--- config.mk ---
export PLATFORM = sky130hd
export DESIGN_NAME = ex_stage
export DESIGN_NICKNAME = d
export VERILOG_FILES = /design/src/rtl/ex_stage_pkg.sv /design/src/rtl/ex_muldiv.sv /design/src/rtl/ex_stage.sv
export SDC_FILE = /design/constraint.sdc
export NUM_CORES = 1
export LEC_CHECK = 0
export CAP_MARGIN = 10
export CORE_MARGIN = 5
export CORE_UTILIZATION = 35
export DETAILED_ROUTE_END_ITERATION = 10
export PLACE_DENSITY_LB_ADDON = 0.3
export SLEW_MARGIN = 10
export SYNTH_ARGS = -nofsm -noshare
export SYNTH_HDL_FRONTEND = slang
export SYNTH_SLANG_ARGS = --single-unit
export TNS_END_PERCENT = 1
--- constraint.sdc ---
create_clock -name vclk -period 13.4
set_input_delay 2.01 -clock vclk [all_inputs]
set_output_delay 2.01 -clock vclk [all_outputs]
set_load 0.02 [all_outputs]
--- src/rtl/ex_stage_pkg.sv ---
// rtl/ex_stage_pkg.sv - shared encodings, bus widths and muldiv state constants for the execute stage
package ex_stage_pkg;

    localparam int RTLOP_BUS   = 5;
    localparam int RTLTYPE_BUS = 3;
    localparam int DATA_BUS    = 32;
    localparam int REG_BUS     = 5;

    typedef enum logic [RTLOP_BUS-1:0] {
        OP_ADD    = 5'd0,
        OP_SUB    = 5'd1,
        OP_SLL    = 5'd2,
        OP_SLT    = 5'd3,
        OP_SLTU   = 5'd4,
        OP_XOR    = 5'd5,
        OP_SRL    = 5'd6,
        OP_SRA    = 5'd7,
        OP_OR     = 5'd8,
        OP_AND    = 5'd9,
        OP_MUL    = 5'd10,
        OP_MULH   = 5'd11,
        OP_MULHSU = 5'd12,
        OP_MULHU  = 5'd13,
        OP_DIV    = 5'd14,
        OP_DIVU   = 5'd15,
        OP_REM    = 5'd16,
        OP_REMU   = 5'd17
    } rtlop_e;

    typedef enum logic [RTLTYPE_BUS-1:0] {
        RT_NOP    = 3'd0,
        RT_ALU    = 3'd1,
        RT_MULDIV = 3'd2,
        RT_LOAD   = 3'd3,
        RT_STORE  = 3'd4,
        RT_BRANCH = 3'd5
    } rtltype_e;

    typedef enum logic [1:0] {
        MD_IDLE = 2'd0,
        MD_BUSY = 2'd1,
        MD_DONE = 2'd2
    } md_state_e;

    // muldiv codes are contiguous so class decode is a range check
    function automatic logic is_muldiv(input logic [RTLOP_BUS-1:0] op);
        return (op >= OP_MUL) && (op <= OP_REMU);
    endfunction

    function automatic logic is_div(input logic [RTLOP_BUS-1:0] op);
        return (op >= OP_DIV) && (op <= OP_REMU);
    endfunction

    // first operand is treated as two's complement
    function automatic logic signed_a(input logic [RTLOP_BUS-1:0] op);
        return (op == OP_MULH) || (op == OP_MULHSU) || (op == OP_DIV) || (op == OP_REM);
    endfunction

    // second operand is treated as two's complement
    function automatic logic signed_b(input logic [RTLOP_BUS-1:0] op);
        return (op == OP_MULH) || (op == OP_DIV) || (op == OP_REM);
    endfunction

endpackage

--- src/rtl/ex_muldiv.sv ---
// rtl/ex_muldiv.sv - iterative shift-add multiplier / restoring divider with IDLE-BUSY-DONE sequencing
module ex_muldiv import ex_stage_pkg::*; #(
    parameter int XLEN      = 32,
    parameter int MD_CYCLES = 32
) (
    input  logic                 clk,
    input  logic                 rst,
    input  logic                 flush,
    input  logic                 start,
    input  logic [RTLOP_BUS-1:0] op,
    input  logic [XLEN-1:0]      src1,
    input  logic [XLEN-1:0]      src2,
    output logic                 stall,
    output logic                 done,
    output logic [XLEN-1:0]      result
);

    localparam int CNT_W = $clog2(MD_CYCLES + 1);

    md_state_e              state;
    logic [CNT_W-1:0]       cnt;
    logic [RTLOP_BUS-1:0]   op_q;
    // acc: product high half or partial remainder; lo: product low half or quotient
    logic [XLEN-1:0]        acc;
    logic [XLEN-1:0]        lo;
    logic [XLEN-1:0]        dvs;
    logic                   neg_q;
    logic                   neg_r;

    logic                   sa;
    logic                   sb;
    logic [XLEN-1:0]        mag1;
    logic [XLEN-1:0]        mag2;
    logic                   div_zero;
    logic                   div_ovf;

    logic [XLEN:0]          mul_sum;
    logic [XLEN:0]          div_sh;
    logic [XLEN:0]          div_diff;
    logic [XLEN-1:0]        acc_n;
    logic [XLEN-1:0]        lo_n;

    logic [2*XLEN-1:0]      prod;
    logic [2*XLEN-1:0]      prod_s;
    logic [XLEN-1:0]        quo_s;
    logic [XLEN-1:0]        rem_s;

    // operand magnitudes and the two cases that bypass iteration
    always_comb begin
        sa       = signed_a(op) & src1[XLEN-1];
        sb       = signed_b(op) & src2[XLEN-1];
        mag1     = sa ? -src1 : src1;
        mag2     = sb ? -src2 : src2;
        div_zero = is_div(op) && (src2 == '0);
        div_ovf  = ((op == OP_DIV) || (op == OP_REM))
                   && (src1 == {1'b1, {(XLEN-1){1'b0}}})
                   && (src2 == '1);
    end

    // one shift-add or restoring-subtract step, selected by the latched op
    always_comb begin
        mul_sum  = {1'b0, acc} + (lo[0] ? {1'b0, dvs} : {(XLEN+1){1'b0}});
        div_sh   = {acc, lo[XLEN-1]};
        div_diff = div_sh - {1'b0, dvs};
        acc_n    = mul_sum[XLEN:1];
        lo_n     = {mul_sum[0], lo[XLEN-1:1]};
        if (is_div(op_q)) begin
            if (!div_diff[XLEN]) begin
                acc_n = div_diff[XLEN-1:0];
                lo_n  = {lo[XLEN-2:0], 1'b1};
            end else begin
                acc_n = div_sh[XLEN-1:0];
                lo_n  = {lo[XLEN-2:0], 1'b0};
            end
        end
    end

    // sign correction of the magnitude result, presented while in DONE
    always_comb begin
        prod   = {acc, lo};
        prod_s = neg_q ? -prod : prod;
        quo_s  = neg_q ? -lo : lo;
        rem_s  = neg_r ? -acc : acc;
        case (op_q)
            OP_MUL:                       result = prod_s[XLEN-1:0];
            OP_MULH, OP_MULHSU, OP_MULHU: result = prod_s[2*XLEN-1:XLEN];
            OP_DIV, OP_DIVU:              result = quo_s;
            OP_REM, OP_REMU:              result = rem_s;
            default:                      result = '0;
        endcase
    end

    // sequencer: latch on arrival, iterate MD_CYCLES times, present for one cycle
    always_ff @(posedge clk) begin
        if (rst) begin
            state <= MD_IDLE;
            cnt   <= '0;
            op_q  <= '0;
            acc   <= '0;
            lo    <= '0;
            dvs   <= '0;
            neg_q <= 1'b0;
            neg_r <= 1'b0;
        end else if (flush) begin
            state <= MD_IDLE;
            cnt   <= '0;
        end else begin
            case (state)
                MD_IDLE: begin
                    if (start) begin
                        op_q <= op;
                        cnt  <= '0;
                        if (div_zero) begin
                            lo    <= '1;
                            acc   <= src1;
                            dvs   <= src2;
                            neg_q <= 1'b0;
                            neg_r <= 1'b0;
                            state <= MD_DONE;
                        end else if (div_ovf) begin
                            lo    <= src1;
                            acc   <= '0;
                            dvs   <= src2;
                            neg_q <= 1'b0;
                            neg_r <= 1'b0;
                            state <= MD_DONE;
                        end else begin
                            acc   <= '0;
                            neg_q <= sa ^ sb;
                            neg_r <= sa;
                            state <= MD_BUSY;
                            if (is_div(op)) begin
                                lo  <= mag1;
                                dvs <= mag2;
                            end else begin
                                lo  <= mag2;
                                dvs <= mag1;
                            end
                        end
                    end
                end
                MD_BUSY: begin
                    acc <= acc_n;
                    lo  <= lo_n;
                    cnt <= cnt + 1'b1;
                    if (cnt == CNT_W'(MD_CYCLES - 1)) begin
                        state <= MD_DONE;
                    end
                end
                MD_DONE: begin
                    state <= MD_IDLE;
                end
                default: begin
                    state <= MD_IDLE;
                end
            endcase
        end
    end

    assign stall = !rst && !flush
                   && (((state == MD_IDLE) && start) || (state == MD_BUSY));
    assign done  = !rst && !flush && (state == MD_DONE);

endmodule

--- src/rtl/ex_stage.sv ---
// rtl/ex_stage.sv - execute stage: single-cycle ALU plus optional iterative muldiv (EX_MULDIV_EN)
module ex_stage import ex_stage_pkg::*; #(
    parameter int XLEN      = 32,
    parameter int MD_CYCLES = 32
) (
    input  logic                   clk,
    input  logic                   rst,
    input  logic                   flush,
    input  logic                   ex_valid,
    input  logic [RTLOP_BUS-1:0]   ex_rtlop_i,
    input  logic [RTLTYPE_BUS-1:0] ex_rtltype_i,
    input  logic [XLEN-1:0]        ex_pc_i,
    input  logic [XLEN-1:0]        ex_src1_i,
    input  logic [XLEN-1:0]        ex_src2_i,
    input  logic [REG_BUS-1:0]     ex_gprs_waddr_i,
    output logic                   ex_stall_req,
    output logic                   exmem_valid,
    output logic [XLEN-1:0]        exmem_result,
    output logic [XLEN-1:0]        exmem_pc,
    output logic [RTLTYPE_BUS-1:0] exmem_rtltype,
    output logic [REG_BUS-1:0]     exmem_gprs_waddr
);

    logic [4:0]      shamt;
    logic [XLEN-1:0] alu_res;
    logic            is_md;

    assign shamt = ex_src2_i[4:0];
    assign is_md = is_muldiv(ex_rtlop_i);

    assign exmem_pc         = ex_pc_i;
    assign exmem_rtltype    = ex_rtltype_i;
    assign exmem_gprs_waddr = ex_gprs_waddr_i;

    // single-cycle integer ALU
    always_comb begin
        alu_res = '0;
        case (ex_rtlop_i)
            OP_ADD:  alu_res = ex_src1_i + ex_src2_i;
            OP_SUB:  alu_res = ex_src1_i - ex_src2_i;
            OP_SLL:  alu_res = ex_src1_i << shamt;
            OP_SLT:  alu_res = {{(XLEN-1){1'b0}}, $signed(ex_src1_i) < $signed(ex_src2_i)};
            OP_SLTU: alu_res = {{(XLEN-1){1'b0}}, ex_src1_i < ex_src2_i};
            OP_XOR:  alu_res = ex_src1_i ^ ex_src2_i;
            OP_SRL:  alu_res = ex_src1_i >> shamt;
            OP_SRA:  alu_res = XLEN'($signed(ex_src1_i) >>> shamt);
            OP_OR:   alu_res = ex_src1_i | ex_src2_i;
            OP_AND:  alu_res = ex_src1_i & ex_src2_i;
            default: alu_res = '0;
        endcase
    end

`ifdef EX_MULDIV_EN
    logic            md_stall;
    logic            md_done;
    logic [XLEN-1:0] md_result;

    ex_muldiv #(
        .XLEN      (XLEN),
        .MD_CYCLES (MD_CYCLES)
    ) u_muldiv (
        .clk    (clk),
        .rst    (rst),
        .flush  (flush),
        .start  (ex_valid && is_md),
        .op     (ex_rtlop_i),
        .src1   (ex_src1_i),
        .src2   (ex_src2_i),
        .stall  (md_stall),
        .done   (md_done),
        .result (md_result)
    );
`else
    // the clock only feeds the iterative unit, which is absent in this build
    logic unused_clk;
    assign unused_clk = clk;
`endif

    // result select, valid and stall; reset and flush silence both handshakes
    always_comb begin
        exmem_valid  = 1'b0;
        exmem_result = alu_res;
        ex_stall_req = 1'b0;
`ifdef EX_MULDIV_EN
        ex_stall_req = md_stall;
        if (md_done) begin
            exmem_valid  = 1'b1;
            exmem_result = md_result;
        end else if (is_md) begin
            exmem_valid  = 1'b0;
            exmem_result = '0;
        end else
`else
        if (is_md) begin
            exmem_valid  = ex_valid;
            exmem_result = '0;
        end else
`endif
        begin
            exmem_valid = ex_valid;
        end
        if (rst || flush) begin
            exmem_valid  = 1'b0;
            ex_stall_req = 1'b0;
        end
    end

endmodule
==> run summary <==
Worst Path Arrival = 7250 ps
Logic pwr share = 100.0%
maximum clock rate = 108 MHz
Post-Synth XOR/XNOR Area = 0.488%
# diodes = 0
CP max stage cell = clkinv_1
I/O Pins = 187
final setup fails = 0
kind of critical path = in -> out
die area = 0.0290 mm²
CP Launch Type = input port
pins over their slew limit = 0
synth unique cells = 84
mean post-synth cell area = 6.49 µm²
Final Instance Area = 0.00978 mm²
Final WS setup = 4140 ps
final net count = 1,576
RSZ-0062 raised after global routing = no
register area = 0 µm²
hpwl dp = 32.5 mm
Detailed Routing Iterations Pass 1 = 5
number of I/O port buffers = 105
first-pass GRT wire length = 62.2 mm
Setup WS pre-CTS = 4330 ps
largest net degree at the start of global routing = 66
clk_buf instances = 0
clock network power share = 0%
Tightest Pin Transition = 1210 ps
Req. time, crit path = 11,390 ps
Syn Std Cell Area = 0.00898 mm²
top cell type's share of synthesized area = 13.9%
Iter 0 DRT Violations = 1,538
synthesized instance count = 1,383
pwr/cell area = 42.8 mW/mm²
critical path's top delay family = compound AO/OA/AOI/OAI gates
seq_cells = 0
routed via count = 11,000
status = complete, no violations
max incr delay on CP = 670 ps
Multi-input gate area = 0.00785 mm²
Max VDD drop = 0.0217 mV
ranking of synthesized cells by area = ha_1 14%, a21oi_1 8.0%, nor2_1 7.2%
hold_buf cts = 0
Setup Buffers After CTS = 0
Reg power frac = 0%
final hold viol count = 0
largest area contributor in the netlist = ha_1
setup TNS = 0 ps
core box area = 0.0253 mm²
layout cells sized above 1 = 6.25%
number of vias per cell = 6.51
vias in the first global route = 9,924
crit path time final = 9260 ps
post-synthesis simple-gate area fraction = 21.9%
hold path depth = 0
Seq/Total Area, Yosys = 0%
RePlAce Congestion = 1.06
routed wire length per instance = 24.7 µm
CP Cell Sequence = clkdlybuf4s50_1 > buf_4 > clkinv_1 > ha_1 > a21oi_1 > o21ai_1 > a311oi_2 > a21oi_2 > a211oi_2 > o21ai_1 > a31oi_1 > xor2_1 > o221ai_1 > clkdlybuf4s50_1
total grt overflow = 0
Max Cap Viol = 0
HP Class = in -> out
Synth Area in Adders = 14.4%
crit path buf inv count = 4
hold endpoint = exmem_gprs_waddr[1]
combinational family with the most area after synthesis = compound AO/OA/AOI/OAI gates
Internal = 0.154 mW
Crit. End Element = output pin
Chip Width = 170 µm
Pwr Total = 0.419 mW
initial core utilization = 35.6%
NetSw = 0.265 mW
Post-Place Cell Area = 0.00978 mm²
YS warnings = 0
crit-path max FO = 46
Hold Path Origin = ex_gprs_waddr_i[1]
Remaining DRCs = 0
initial antenna violation count = 0
post-synthesis compound-gate area fraction = 37.9%
final worst path period share = 69.1%
die span in y = 170 µm
post-CTS sizing = 0
Sw Share = 63.2%
mux contribution to synthesized area = 12.7%
Area Overhead vs Synth = 8.90%
LEAKAGE = 4.10 nW
Antenna Violating Nets Remaining = 0
Slew HR = 18.9%
Tot GR Track Use = 27.3%
synthesized netlist net count = 1,598
std cell rows = 58
drt total wl = 41.7 mm
Fillers = 2,788
-- layout make-up --
class | count | share of cell area [%]
inverters | 96 | 3.68
repair buffers | 121 | 11.8
multi-input cells | 1142 | 80.3
well taps | 330 | 4.22
-- cell usage in the layout, fill, tap and decap left out, types with 5 or more instances in the layout --
cell type        netlist  routed
o31ai_1                7       7
nand3_1               23      23
o21bai_1               8       8
mux4_2                14      14
o211a_1                6       6
or4_1                  5       5
nor3_1                23      23
o21ai_1                8       8
a221oi_1              21      21
o22ai_1               23      23
a22oi_1               12      12
a211o_1                8       8
o221ai_1              15      15
nor2_1               173     171
a21oi_1              144     144
buf_4                 46      17
o21a_1                 6       6
or3_1                  9       9
nor4_1                13      13
o2111ai_1             14      14
ha_1                 100     100
mux2_2                16      16
a221o_1                7       7
clkdlybuf4s50_1        0     101
nor2b_1               10      10
inv_1                 91      91
a211oi_1              23      23
o21ai_0               79      79
mux2i_1               63      63
a21o_1                18      18
a31oi_1               11      11
and2_1                 7       7
nand2b_1              18      18
o211ai_1              36      36
o311ai_0               6       6
nand2_1              130     130
and3_1                 7       7
-- cells in the mapped netlist (5+ instances only) --
| master | number |
|---|---|
| o21a_1 | 6 |
| o21ai_0 | 79 |
| o21ai_1 | 8 |
| a211o_1 | 8 |
| mux2i_1 | 63 |
| a221oi_1 | 21 |
| a211oi_1 | 23 |
| ha_1 | 100 |
| a22oi_1 | 12 |
| a31oi_1 | 11 |
| o221ai_1 | 15 |
| o22ai_1 | 23 |
| o311ai_0 | 6 |
| clkbuf_1 | 68 |
| a221o_1 | 7 |
| mux2_2 | 16 |
| buf_2 | 18 |
| and2_1 | 7 |
| nand2b_1 | 18 |
| o2111ai_1 | 14 |
| a21o_1 | 18 |
| o31ai_1 | 7 |
| or4_1 | 5 |
| buf_1 | 8 |
| nand2_1 | 130 |
| nor2_1 | 173 |
| o211a_1 | 6 |
| and3_1 | 7 |
| or3_1 | 9 |
| nor4_1 | 13 |
| a21oi_1 | 144 |
| buf_6 | 5 |
| nand3_1 | 23 |
| nor2b_1 | 10 |
| inv_1 | 91 |
| nor3_1 | 23 |
| mux4_2 | 14 |
| buf_4 | 46 |
| o21bai_1 | 8 |
| o211ai_1 | 36 |
-- per-stage QoR --
step | instances | hold WS (ps) | util (%)
finish | 1689 | 4020 | 38.7
global route | 1689 | 4020 | 38.7
CTS | 1689 | 4020 | 38.7
detailed placement | 1689 | 4020 | 38.7
global placement | 1689 | 4020 | 38.7
floorplan | 1383 | 4100 | -
-- cells by family after synthesis --
group | after synthesis
AO/OA/AOI/OAI | 503
AND/OR/NAND/NOR | 437
buffers and inverters | 241
adder cells (fa/ha/maj) | 102
multiplexers | 94
XOR/XNOR | 5
other | 1
-- how the worst max path moves through the flow --
stage                 start               end  cells after the start
3_3_place_gp   ex_src2_i[4]  exmem_result[26]                     14
6_report       ex_src2_i[4]  exmem_result[26]                     14
3_5_place_dp   ex_src2_i[4]  exmem_result[26]                     14
4_1_cts        ex_src2_i[4]  exmem_result[26]                     14
2_1_floorplan  ex_src2_i[2]  exmem_result[22]                     15
5_1_grt        ex_src2_i[4]  exmem_result[26]                     14
-- metal layers --
metal  part of all wire [%]  global-route usage (%)  vias to the layer above  routed length, µm
met5                      0                       0                        -                  0
met4                    3.4                    7.19                        0               1420
met3                     10                    3.04                       78               4330
met2                     44                    42.5                      672              18200
met1                     43                    39.8                     5241              17800
li1                       -                       -                     5000                  -
-- power by group through the flow --
stage,sequential (mW),clock (mW),combinational [mW]
finish,0,0,0.419
CTS,0,0,0.408
global route,0,0,0.448
global placement,0,0,0.406
detailed placement,0,0,0.406
floorplan,0,0,0.280
(Power assumes the default switching activity.)
